### src/rtl/keypad_pkg.sv
// Shared types for the keypad scanner: debounce FSM states, frame-result codes, code-width helper.
// Ports: none (package only).
// Optional feature macro used by the scanner: KEYPAD_REPEAT_EN.
package keypad_pkg;

    typedef enum logic [1:0] {
        KP_IDLE     = 2'd0,
        KP_PRESS_DB = 2'd1,
        KP_HELD     = 2'd2,
        KP_REL_DB   = 2'd3
    } kp_state_e;

    typedef enum logic [1:0] {
        FR_NONE  = 2'd0,
        FR_ONE   = 2'd1,
        FR_MULTI = 2'd2
    } frame_res_e;

    // Bits needed for a key code row*COLS+col; never narrower than one bit.
    function automatic int code_width(input int rows, input int cols);
        return (rows * cols > 2) ? $clog2(rows * cols) : 1;
    endfunction

endpackage

### src/rtl/keypad_evt_fifo.sv
// Registered synchronous event FIFO; head word visible combinationally from storage, 0 after reset.
// Ports: clk, rst (async active-low), push_i/push_dat_i, pop_i, head_dat_o, full_o, empty_o.
// A push while full is accepted only when a pop happens in the same cycle; otherwise it is ignored.
module keypad_evt_fifo #(
    parameter int WIDTH = 4,
    parameter int DEPTH = 4
) (
    input  logic             clk,
    input  logic             rst,
    input  logic             push_i,
    input  logic [WIDTH-1:0] push_dat_i,
    input  logic             pop_i,
    output logic [WIDTH-1:0] head_dat_o,
    output logic             full_o,
    output logic             empty_o
);

    localparam int PTR_W = $clog2(DEPTH);
    localparam int CNT_W = $clog2(DEPTH + 1);

    logic [WIDTH-1:0] mem_q [DEPTH];
    logic [PTR_W-1:0] wr_ptr_q, rd_ptr_q;
    logic [CNT_W-1:0] count_q;
    logic             wr_en, rd_en;

    assign full_o     = (count_q == CNT_W'(DEPTH));
    assign empty_o    = (count_q == '0);
    assign wr_en      = push_i && (!full_o || pop_i);
    assign rd_en      = pop_i && !empty_o;
    assign head_dat_o = mem_q[rd_ptr_q];

    // DEPTH is a power of two, so the pointers wrap on their own.
    always_ff @(posedge clk or negedge rst) begin
        if (!rst) begin
            for (int i = 0; i < DEPTH; i++) mem_q[i] <= '0;
            wr_ptr_q <= '0;
            rd_ptr_q <= '0;
            count_q  <= '0;
        end else begin
            if (wr_en) begin
                mem_q[wr_ptr_q] <= push_dat_i;
                wr_ptr_q        <= wr_ptr_q + 1'b1;
            end
            if (rd_en) rd_ptr_q <= rd_ptr_q + 1'b1;
            case ({wr_en, rd_en})
                2'b10:   count_q <= count_q + 1'b1;
                2'b01:   count_q <= count_q - 1'b1;
                default: count_q <= count_q;
            endcase
        end
    end

endmodule

### src/rtl/keypad_scan_ctrl.sv
// Matrix keypad scanner: one-cold row drive, per-frame debounce FSM, key-press events queued in a FIFO.
// Ports: clk, rst (async active-low), keypadcol (active-low sense), keypadrow (one-cold drive),
//        key_code/key_valid/key_ready (event pop handshake), key_held, overflow (sticky drop flag).
// Optional macro KEYPAD_REPEAT_EN: auto-repeat pushes while a key stays held.
module keypad_scan_ctrl
    import keypad_pkg::*;
#(
    parameter int ROWS         = 4,
    parameter int COLS         = 4,
    parameter int SCAN_DIV     = 100,
    parameter int DEBOUNCE     = 3,
    parameter int FIFO_DEPTH   = 4,
    parameter int REPEAT_DELAY = 50,
    parameter int REPEAT_RATE  = 10,
    localparam int CW          = code_width(ROWS, COLS)
) (
    input  logic            clk,
    input  logic            rst,
    input  logic [COLS-1:0] keypadcol,
    output logic [ROWS-1:0] keypadrow,
    output logic [CW-1:0]   key_code,
    output logic            key_valid,
    input  logic            key_ready,
    output logic            key_held,
    output logic            overflow
);

    localparam int DIV_W = $clog2(SCAN_DIV);
    localparam int ROW_W = $clog2(ROWS);
    localparam int COL_W = (COLS > 2) ? $clog2(COLS) : 1;
    localparam int CNT_W = $clog2(DEBOUNCE + 1);

    logic [DIV_W-1:0] div_q, div_d;
    logic [ROW_W-1:0] row_q, row_d;
    logic [1:0]       hits_q, hits_d, row_hits;
    logic [CW-1:0]    acc_code_q, acc_code_d, row_code, frame_code;
    logic [COL_W-1:0] row_col;
    logic [2:0]       hit_sum;
    logic             sample, frame_end;
    frame_res_e       fr;

    kp_state_e        state_q, state_d;
    logic [CW-1:0]    cand_q, cand_d, push_dat;
    logic [CNT_W-1:0] cnt_q, cnt_d;
    logic             push, pop, fifo_full, fifo_empty, ovf_q;

    // Row dwell: columns are sampled on the last dwell cycle, the row advances on that same edge.
    assign sample    = (div_q == DIV_W'(SCAN_DIV - 1));
    assign frame_end = sample && (row_q == ROW_W'(ROWS - 1));
    assign keypadrow = ~(ROWS'(1) << row_q);

    always_comb begin
        div_d = sample ? '0 : div_q + 1'b1;
        row_d = row_q;
        if (sample) row_d = (row_q == ROW_W'(ROWS - 1)) ? '0 : row_q + 1'b1;
    end

    // Low bits in the active row: count saturates at 2, lowest index kept as the candidate column.
    always_comb begin
        row_hits = 2'd0;
        row_col  = '0;
        for (int j = COLS - 1; j >= 0; j--)
            if (!keypadcol[j]) row_col = COL_W'(j);
        for (int j = 0; j < COLS; j++)
            if (!keypadcol[j] && row_hits != 2'd2) row_hits = row_hits + 2'd1;
    end

    // Frame accumulation; the final row's sample is folded in combinationally at frame end.
    always_comb begin
        row_code   = CW'(int'(row_q) * COLS + int'(row_col));
        hit_sum    = {1'b0, hits_q} + {1'b0, row_hits};
        frame_code = (hits_q == 2'd0) ? row_code : acc_code_q;
        if (hit_sum == 3'd0)      fr = FR_NONE;
        else if (hit_sum == 3'd1) fr = FR_ONE;
        else                      fr = FR_MULTI;
        hits_d     = hits_q;
        acc_code_d = acc_code_q;
        if (frame_end) begin
            hits_d     = '0;
            acc_code_d = '0;
        end else if (sample) begin
            hits_d     = (hit_sum >= 3'd2) ? 2'd2 : hit_sum[1:0];
            acc_code_d = frame_code;
        end
    end

`ifdef KEYPAD_REPEAT_EN
    localparam int REP_MAX = (REPEAT_DELAY > REPEAT_RATE) ? REPEAT_DELAY : REPEAT_RATE;
    localparam int REP_W   = $clog2(REP_MAX + 1);
    logic [REP_W-1:0] rep_q, rep_d, rep_nxt;
    logic             rep_ph_q, rep_ph_d;
`endif

    // Debounce FSM, stepped only at frame end.
    always_comb begin
        state_d  = state_q;
        cand_d   = cand_q;
        cnt_d    = cnt_q;
        push     = 1'b0;
        push_dat = cand_q;
`ifdef KEYPAD_REPEAT_EN
        rep_d    = rep_q;
        rep_ph_d = rep_ph_q;
        rep_nxt  = rep_q + 1'b1;
`endif
        if (frame_end) begin
            case (state_q)
                KP_IDLE: begin
                    if (fr == FR_ONE) begin
                        cand_d   = frame_code;
                        push_dat = frame_code;
                        if (DEBOUNCE == 1) begin
                            state_d = KP_HELD;
                            push    = 1'b1;
                        end else begin
                            state_d = KP_PRESS_DB;
                            cnt_d   = CNT_W'(1);
                        end
                    end
                end
                KP_PRESS_DB: begin
                    if (fr == FR_ONE && frame_code == cand_q) begin
                        if (int'(cnt_q) + 1 >= DEBOUNCE) begin
                            state_d = KP_HELD;
                            cnt_d   = '0;
                            push    = 1'b1;
                        end else begin
                            cnt_d = cnt_q + 1'b1;
                        end
                    end else if (fr == FR_ONE) begin
                        cand_d = frame_code;
                        cnt_d  = CNT_W'(1);
                    end else begin
                        state_d = KP_IDLE;
                        cnt_d   = '0;
                    end
                end
                KP_HELD: begin
                    if (fr == FR_NONE) begin
                        if (DEBOUNCE == 1) begin
                            state_d = KP_IDLE;
                        end else begin
                            state_d = KP_REL_DB;
                            cnt_d   = CNT_W'(1);
                        end
                    end
`ifdef KEYPAD_REPEAT_EN
                    else if (rep_ph_q ? (int'(rep_nxt) == REPEAT_RATE)
                                      : (int'(rep_nxt) == REPEAT_DELAY)) begin
                        push     = 1'b1;
                        rep_d    = '0;
                        rep_ph_d = 1'b1;
                    end else begin
                        rep_d = rep_nxt;
                    end
`endif
                end
                default: begin // KP_REL_DB
                    if (fr == FR_NONE) begin
                        if (int'(cnt_q) + 1 >= DEBOUNCE) begin
                            state_d = KP_IDLE;
                            cnt_d   = '0;
                        end else begin
                            cnt_d = cnt_q + 1'b1;
                        end
                    end else begin
                        state_d = KP_HELD;
                        cnt_d   = '0;
                    end
                end
            endcase
        end
`ifdef KEYPAD_REPEAT_EN
        // Repeat timing survives a release bounce; it restarts only once the key is really gone.
        if (state_d == KP_IDLE || state_d == KP_PRESS_DB) begin
            rep_d    = '0;
            rep_ph_d = 1'b0;
        end
`endif
    end

    always_ff @(posedge clk or negedge rst) begin
        if (!rst) begin
            div_q      <= '0;
            row_q      <= '0;
            hits_q     <= '0;
            acc_code_q <= '0;
            state_q    <= KP_IDLE;
            cand_q     <= '0;
            cnt_q      <= '0;
            ovf_q      <= 1'b0;
        end else begin
            div_q      <= div_d;
            row_q      <= row_d;
            hits_q     <= hits_d;
            acc_code_q <= acc_code_d;
            state_q    <= state_d;
            cand_q     <= cand_d;
            cnt_q      <= cnt_d;
            if (push && fifo_full && !pop) ovf_q <= 1'b1;
        end
    end

`ifdef KEYPAD_REPEAT_EN
    always_ff @(posedge clk or negedge rst) begin
        if (!rst) begin
            rep_q    <= '0;
            rep_ph_q <= 1'b0;
        end else begin
            rep_q    <= rep_d;
            rep_ph_q <= rep_ph_d;
        end
    end
`endif

    assign pop       = key_valid && key_ready;
    assign key_valid = !fifo_empty;
    assign key_held  = (state_q == KP_HELD) || (state_q == KP_REL_DB);
    assign overflow  = ovf_q;

    keypad_evt_fifo #(
        .WIDTH (CW),
        .DEPTH (FIFO_DEPTH)
    ) u_fifo (
        .clk        (clk),
        .rst        (rst),
        .push_i     (push),
        .push_dat_i (push_dat),
        .pop_i      (pop),
        .head_dat_o (key_code),
        .full_o     (fifo_full),
        .empty_o    (fifo_empty)
    );

endmodule

### config.mk
export PLATFORM = sky130hd
export DESIGN_NAME = keypad_scan_ctrl
export DESIGN_NICKNAME = d
export VERILOG_FILES = /design/src/rtl/keypad_pkg.sv /design/src/rtl/keypad_evt_fifo.sv /design/src/rtl/keypad_scan_ctrl.sv
export SDC_FILE = /design/constraint.sdc
export NUM_CORES = 1
export LEC_CHECK = 0
export ABC_AREA = 1
export CELL_PAD_IN_SITES_DETAIL_PLACEMENT = 1
export CELL_PAD_IN_SITES_GLOBAL_PLACEMENT = 1
export CORE_MARGIN = 1.5
export CORE_UTILIZATION = 44
export DETAILED_ROUTE_END_ITERATION = 10
export PLACE_DENSITY = 0.78
export SLEW_MARGIN = 20
export SYNTH_ARGS = -nofsm -noshare
export SYNTH_HDL_FRONTEND = slang
export SYNTH_SLANG_ARGS = --single-unit
### constraint.sdc
create_clock -name clk -period 4.2 [get_ports clk]
set_clock_uncertainty 0.1 [all_clocks]
set_input_delay 1.05 -clock clk [delete_from_list [all_inputs] [get_ports clk]]
set_output_delay 1.05 -clock clk [all_outputs]
set_load 0.02 [all_outputs]
# --- After elaboration in Yosys (flattened, before gate mapping) ---
# Index checks and enable logic that the tools add are counted.
totals:
  register_bits: 47
  input_bits: 7
classes:
  n_shift: 1
  eq_ne: 20
  reduce_logical: 30
  order_cmp: 5
  bitwise_logic: 3
  mux: 48
  n_addsub: 13
op_table:
  columns: ["operator", "n"]
  rows:
  - ["$mux W2", 24]
  - ["$mux W4", 10]
  - ["$bwmux W16", 1]
  - ["$add A2 B1 Y2 const B", 7]
  - ["$ne A2 B2 Y1 const B", 6]
  - ["$pmux W2 S3", 2]
  - ["$logic_and A1 B1 Y1", 11]
  - ["$bmux W4 S2", 1]
  - ["$demux W4 S2", 1]
  - ["$eq A2 B2 Y1 const B", 4]
  - ["$pmux W4 S2", 1]
  - ["$add A7 B1 Y7 const B", 1]
  - ["$eq A7 B7 Y1 const B", 1]
  - ["$mux W7", 1]
  - ["$eq A2 B1 Y1 const B", 3]
  - ["$ge A3 B2 Y1 const B", 2]
  - ["$ge A3 B3 Y1 const B", 2]
  - ["$logic_not A1 Y1", 6]
  - ["$logic_not A2 Y1", 3]
  - ["$logic_not A3 Y1", 2]
  - ["$mux W1", 6]
  - ["$ne A3 B3 Y1 const B", 2]
  - ["$not A2 Y3", 2]
  - ["$pmux W3 S2", 1]
  - ["16 further kinds", 20]

# --- Logic depth before layout (Yosys ltp) ---
logic_depth:
  word_depth: 22
  mapped_depth: 25

# --- By module ---
# A second synthesis with hierarchy kept.
hier_totals:
  hier_cells: 366
  area_unflattened_um2: 2921.6
by_module_without_submodules:
  columns: ["module", "area_each_um2", "instances", "cells_per_inst"]
  rows:
  - ["keypad_scan_ctrl", 1692.9, 1, 225]
  - ["keypad_evt_fifo", 1228.7, 1, 141]

# --- Least setup slack after synthesis ---
# OpenSTA, ideal clock, no wires.
synth_timing:
  path_kind: "input to register"
  start: "input keypadcol[0]"
  end: "register u_fifo.count_q[1]"
  slack_ns: -0.510
  cell_stages: 22
  path_buffers: 1
  required_ns: 4.017
  setup_ns: 0.083
  arrival_time_ns: 4.528
  path_cell_list: "inv_1 -> ha_1 -> nor2_1 -> xnor2_1 -> ha_1 -> nor2_1 -> xnor2_1 -> ha_1 -> inv_1 -> fa_1 -> nand2_1 -> nor2_1 -> nand2_1 -> nor2_8 -> nand4_4 -> nor2_4 -> buf_6 -> inv_2 -> ha_1 -> inv_1 -> fa_1 -> o21ai_0"
synth_between:
  elab_chain_cells: 22
  word_cells_on_any_way: 32
  classes_between: "add/sub: 5; eq/ne: 8; mux: 12; reduce/logical: 7"
synth_rtl:
  columns: ["element", "line", "text"]
  rows:
  - ["from (decl)", "keypad_scan_ctrl.sv:19", "input logic [COLS-1:0] keypadcol,"]
  - ["parallel branches: the longest is 15 deep, another holds $add A2 B2 Y3", null, null]
  - ["$logic_and A1 B1 Y1 (*)", "keypad_scan_ctrl.sv:122", "if (fr == FR_ONE && frame_code == cand_q) begin"]
  - ["$mux W1 (*)", "keypad_scan_ctrl.sv:122", null]
  - ["$mux W1 (*)", "keypad_scan_ctrl.sv:107", "case (state_q)"]
  - ["$mux W1 (*)", "keypad_scan_ctrl.sv:106", "if (frame_end) begin"]
  - ["$logic_and A1 B1 Y1 (*)", "keypad_evt_fifo.sv:28", "assign wr_en = push_i && (!full_o || pop_i);"]
  - ["$eq A2 B1 Y1 or $eq A2 B2 Y1 (tied branches)", "keypad_evt_fifo.sv:45", "case ({wr_en, rd_en})"]
  - ["$pmux W3 S2 or $reduce_bool A2 Y1 (tied branches)", null, null]
  - ["to (signal assigned)", "keypad_evt_fifo.sv:46", "2'b10: count_q <= count_q + 1'b1;"]
  - ["to (signal assigned)", "keypad_evt_fifo.sv:47", "2'b01: count_q <= count_q - 1'b1;"]
  - ["to (signal assigned)", "keypad_evt_fifo.sv:48", "default: count_q <= count_q;"]
  - ["to (decl)", "keypad_evt_fifo.sv:23", "logic [CNT_W-1:0] count_q;"]
# Every way passes the cells marked *.
# A chain may end at the register's enable or synchronous reset.

# --- Worst setup path after layout ---
layout_timing:
  start: "input keypadcol[1]"
  end: "register u_fifo.count_q[1]"
layout_between:
  elab_chain_cells: 21
  word_cells_on_any_way: 31
  classes_between: "add/sub: 4; eq/ne: 7; mux: 12; reduce/logical: 8"
layout_rtl:
  columns: ["element", "line"]
  rows:
  - ["parallel branches: the longest is 14 deep, another holds $add A2 B2 Y3", null]
  - ["$logic_and A1 B1 Y1 (*)", "keypad_scan_ctrl.sv:122"]
  - ["$mux W1 (*)", "keypad_scan_ctrl.sv:122"]
  - ["$mux W1 (*)", "keypad_scan_ctrl.sv:107"]
  - ["$mux W1 (*)", "keypad_scan_ctrl.sv:106"]
  - ["$logic_and A1 B1 Y1 (*)", "keypad_evt_fifo.sv:28"]
  - ["$eq A2 B1 Y1 or $eq A2 B2 Y1 (tied branches)", "keypad_evt_fifo.sv:45"]
  - ["$pmux W3 S2 or $reduce_bool A2 Y1 (tied branches)", null]
# Marked as above.

==> results.toml <==
[status]
outcome = "finished clean"

[layout]
syn_to_final_growth_pct = 23.93
finish.utilization = 0.5614
layout-drive-gt1-share = 0.1751
finalNetCount = 444
antenna_cells = 0
layout_common_cells = "97 x nand2_1, 47 x dfrtp_1, 46 x inv_1, 31 x nor2_1, 29 x nand3_1"
fillers = 806
mostFrequentLayoutCell = "nand2_1"

[critical_path]
worstPathRequired_ns = 4.34
rr_endpoint = "u_fifo.count_q[1]"
rr_startpoint = "hits_q[0]"
critPathKind = "in2reg"
start_kind = "input pin"
reg2regPathDepth = 14
critPathCaptureType = "flip-flop"
cp_data_arrival_time_ns = 4.28
regToRegSetupSlack_ns = 1.39
startpoint = "keypadcol[1]"
crit_fanout = 3

[synth]
yosysTopAreaCell = "dfrtp_1"
synth_top_area_frac = 0.4112
synth_seq_area_share = 0.4112
ys_seq_elements = 47
async_reset_ff_frac = 1.000
syn-num-nets = 398
synthDistinctLibCells = 30
synth_area_leaders = "dfrtp_1 41%, nand2_1 13%, ha_1 8.3%, inv_1 6.6%, nand3_1 5.1%"
ys.flop_type = "dfrtp_1"
synth_edf_count = 0
avgSynthCellArea_um2 = 7.730
syn_area_um2 = 2860
syn_inst = 370
yosysWarnings = 0

[power]
p_int_mw = 0.7848
comb_power_share = 0.323
power.density_nw_per_um2 = 341.1
clockPowerShare = 0.253
power_switching_mw = 0.4242
seq_power_share = 0.424
peakVddDrop_mv = 0.2963
swShare = 0.3508
p_leak_nw = 1.848

[sta]
worst_slew_pin_slew_ns = 0.6161
fin_ws_ns = 0.05531
fin_crit_sh = 0.9868
finalSetupViolations = 0
final_max_slew_viol_count = 0
fin_crit_ns = 4.145
hold_viol = 0
fmax_mhz = 241.3
relSlewSlack = 0.5892
rsz0062_at_grt = "yes"

[global_routing]
grt_max_degree = 29
grt_use_total = 0.2388
grt_pass1_wl_um = 13540
grt_pass1_vias = 2841
antenna_found_initial = 0
grt-ovfl-total = 0

[placed_design]
dp_slack_ns = -0.9991
place_hpwl_um = 5854
routabilityCongestion = 0.8190
port_buffers = 17

[floorplan]
num_io_pins = 18
initial_core_util = 0.4530
coreArea_um2 = 6314
die_area_um2 = 6993
fp.dieW_um = 83.63
placementRows = 29
die_h_um = 83.63

[detailed_routing]
vias = 2617
drtPass1Iterations = 4
wl_per_cell_um = 15.75
drtIter0Drc = 79
route.detailed.drc = 0
viasPerCell = 5.298
ant_nets = 0
wirelength_um = 7779

[clocking]
numCtsBuffers = 5
cts_tree = "built"
clock_latency_ns = 0.31
cts_buffer_depth = 2
cts_max_level = 2
cts_root_buf = "clkbuf_8"
cts_num_sinks = 47
cts.clk_slew.worst_paths_ns = 0.10

[min_path]
min_from = "u_fifo.mem_q[0]"
min_path_cells = 2
hp-class = "reg2reg"
whs_endpoint = "u_fifo.mem_q[0]"

[run]
maxCapViolCount = 0
[worst max-delay path by stage]
stage                         to  cells past startpoint
2_1_floorplan  u_fifo.count_q[1]                     23
3_3_place_gp   u_fifo.count_q[1]                     23
3_5_place_dp   u_fifo.count_q[1]                     23
4_1_cts        u_fifo.count_q[1]                     23
5_1_grt        u_fifo.count_q[1]                     23
6_report       u_fifo.count_q[1]                     23
[registers in the layout, summed over array words and instances (netlist names)]
name and flops:
row_q 2, acc_code_q 4, cand_q 4, overflow 1, hits_q 2, u_fifo.rd_ptr_q 2
state_q 2, u_fifo.count_q 3, u_fifo.wr_ptr_q 2, div_q 7, cnt_q 2, u_fifo.mem_q 16
[kinds of logic after synthesis]
logic type,after synthesis,share of synthesized area
AO/OA/AOI/OAI,53,0.09930
XOR/XNOR,7,0.02144
adder cells (fa/ha/maj),21,0.09711
buffers and inverters,58,0.08136
flip-flops,47,0.4112
AND/OR/NAND/NOR,184,0.2896
[cell type report]
| cell class | instances | area, um^2 | share of cell area |
|---|---|---|---|
| flip-flops and latches | 47 | 1176 | 0.3318 |
| inverters | 54 | 232.7 | 0.06565 |
| multi-input cells | 265 | 1548 | 0.4366 |
| repair buffers | 43 | 392.9 | 0.1108 |
| clock buffers | 6 | 82.58 | 0.02330 |
| clock inverters | 2 | 16.27 | 0.004589 |
| well taps | 77 | 96.34 | 0.02718 |
[power by group through the flow]
stage               clock network (mW)  logic (mW)  registers (mW)
finish                           0.306       0.390           0.512
global route                     0.328       0.432           0.516
CTS                              0.310       0.385           0.512
detailed placement                   0       0.382           0.520
global placement                     0       0.358           0.518
floorplan                            0       0.242           0.502
[layer usage]
metal / track usage / vias to the layer above / part of all wire
li1: - / 1264 / -
met1: 0.2883 / 1299 / 0.42
met2: 0.4399 / 40 / 0.53
met3: 0.03462 / 14 / 0.025
met4: 0.06855 / 0 / 0.017
met5: 0 / - / 0
[metrics by stage]
step,setup TNS [ns],std cells,power [mW],cell area (um^2),hold slack (ns)
6_report,0,494,1.209,3545,0.3805
5_1_grt,-0.1951,494,1.276,3545,0.4130
4_1_cts,0,491,1.207,3491,0.3849
3_5_place_dp,-21.31,482,0.9021,3379,0.3610
3_3_place_gp,-15.76,481,0.8763,3359,0.3588
2_1_floorplan,-0.3841,370,0.7444,2970,0.3366
[what timing repair did]
item                                   4_1_cts  5_1_grt
resized for setup                           15       11
setup buffers                                1        3
setup endpoints to repair                   30       14
endpoints found under the hold margin        0        0
hold buffers                                 0        0
pin swaps                                    3       11
[critical path, stage by stage]
cell     delay [ns]
buf_12         0.09
inv_12         0.03
ha_4           0.15
nor2_4         0.17
nor2_2         0.06
a21oi_2        0.13
ha_2           0.21
nor2_4         0.05
xnor2_2        0.15
ha_2           0.19
inv_2          0.03
fa_1           0.49
nand2_2        0.08
nor2_4         0.12
nand2_4        0.08
nor2_8         0.13
nand4_4        0.10
nor2_4         0.16
inv_4          0.05
ha_4           0.15
inv_4          0.05
fa_1           0.40
o21ai_1        0.16
[synthesized netlist by cell type (all sizes together), types with 2 or more instances]
master  number
nand4        5
nor2        42
xnor2        3
ha          19
o22ai        9
a21oi       11
buf          2
clkbuf       2
o21ai       30
fa           2
nand2      103
nor3         3
inv         54
xor2         4
dfrtp       47
nand3       30
Power figures use the tool's default switching activity.
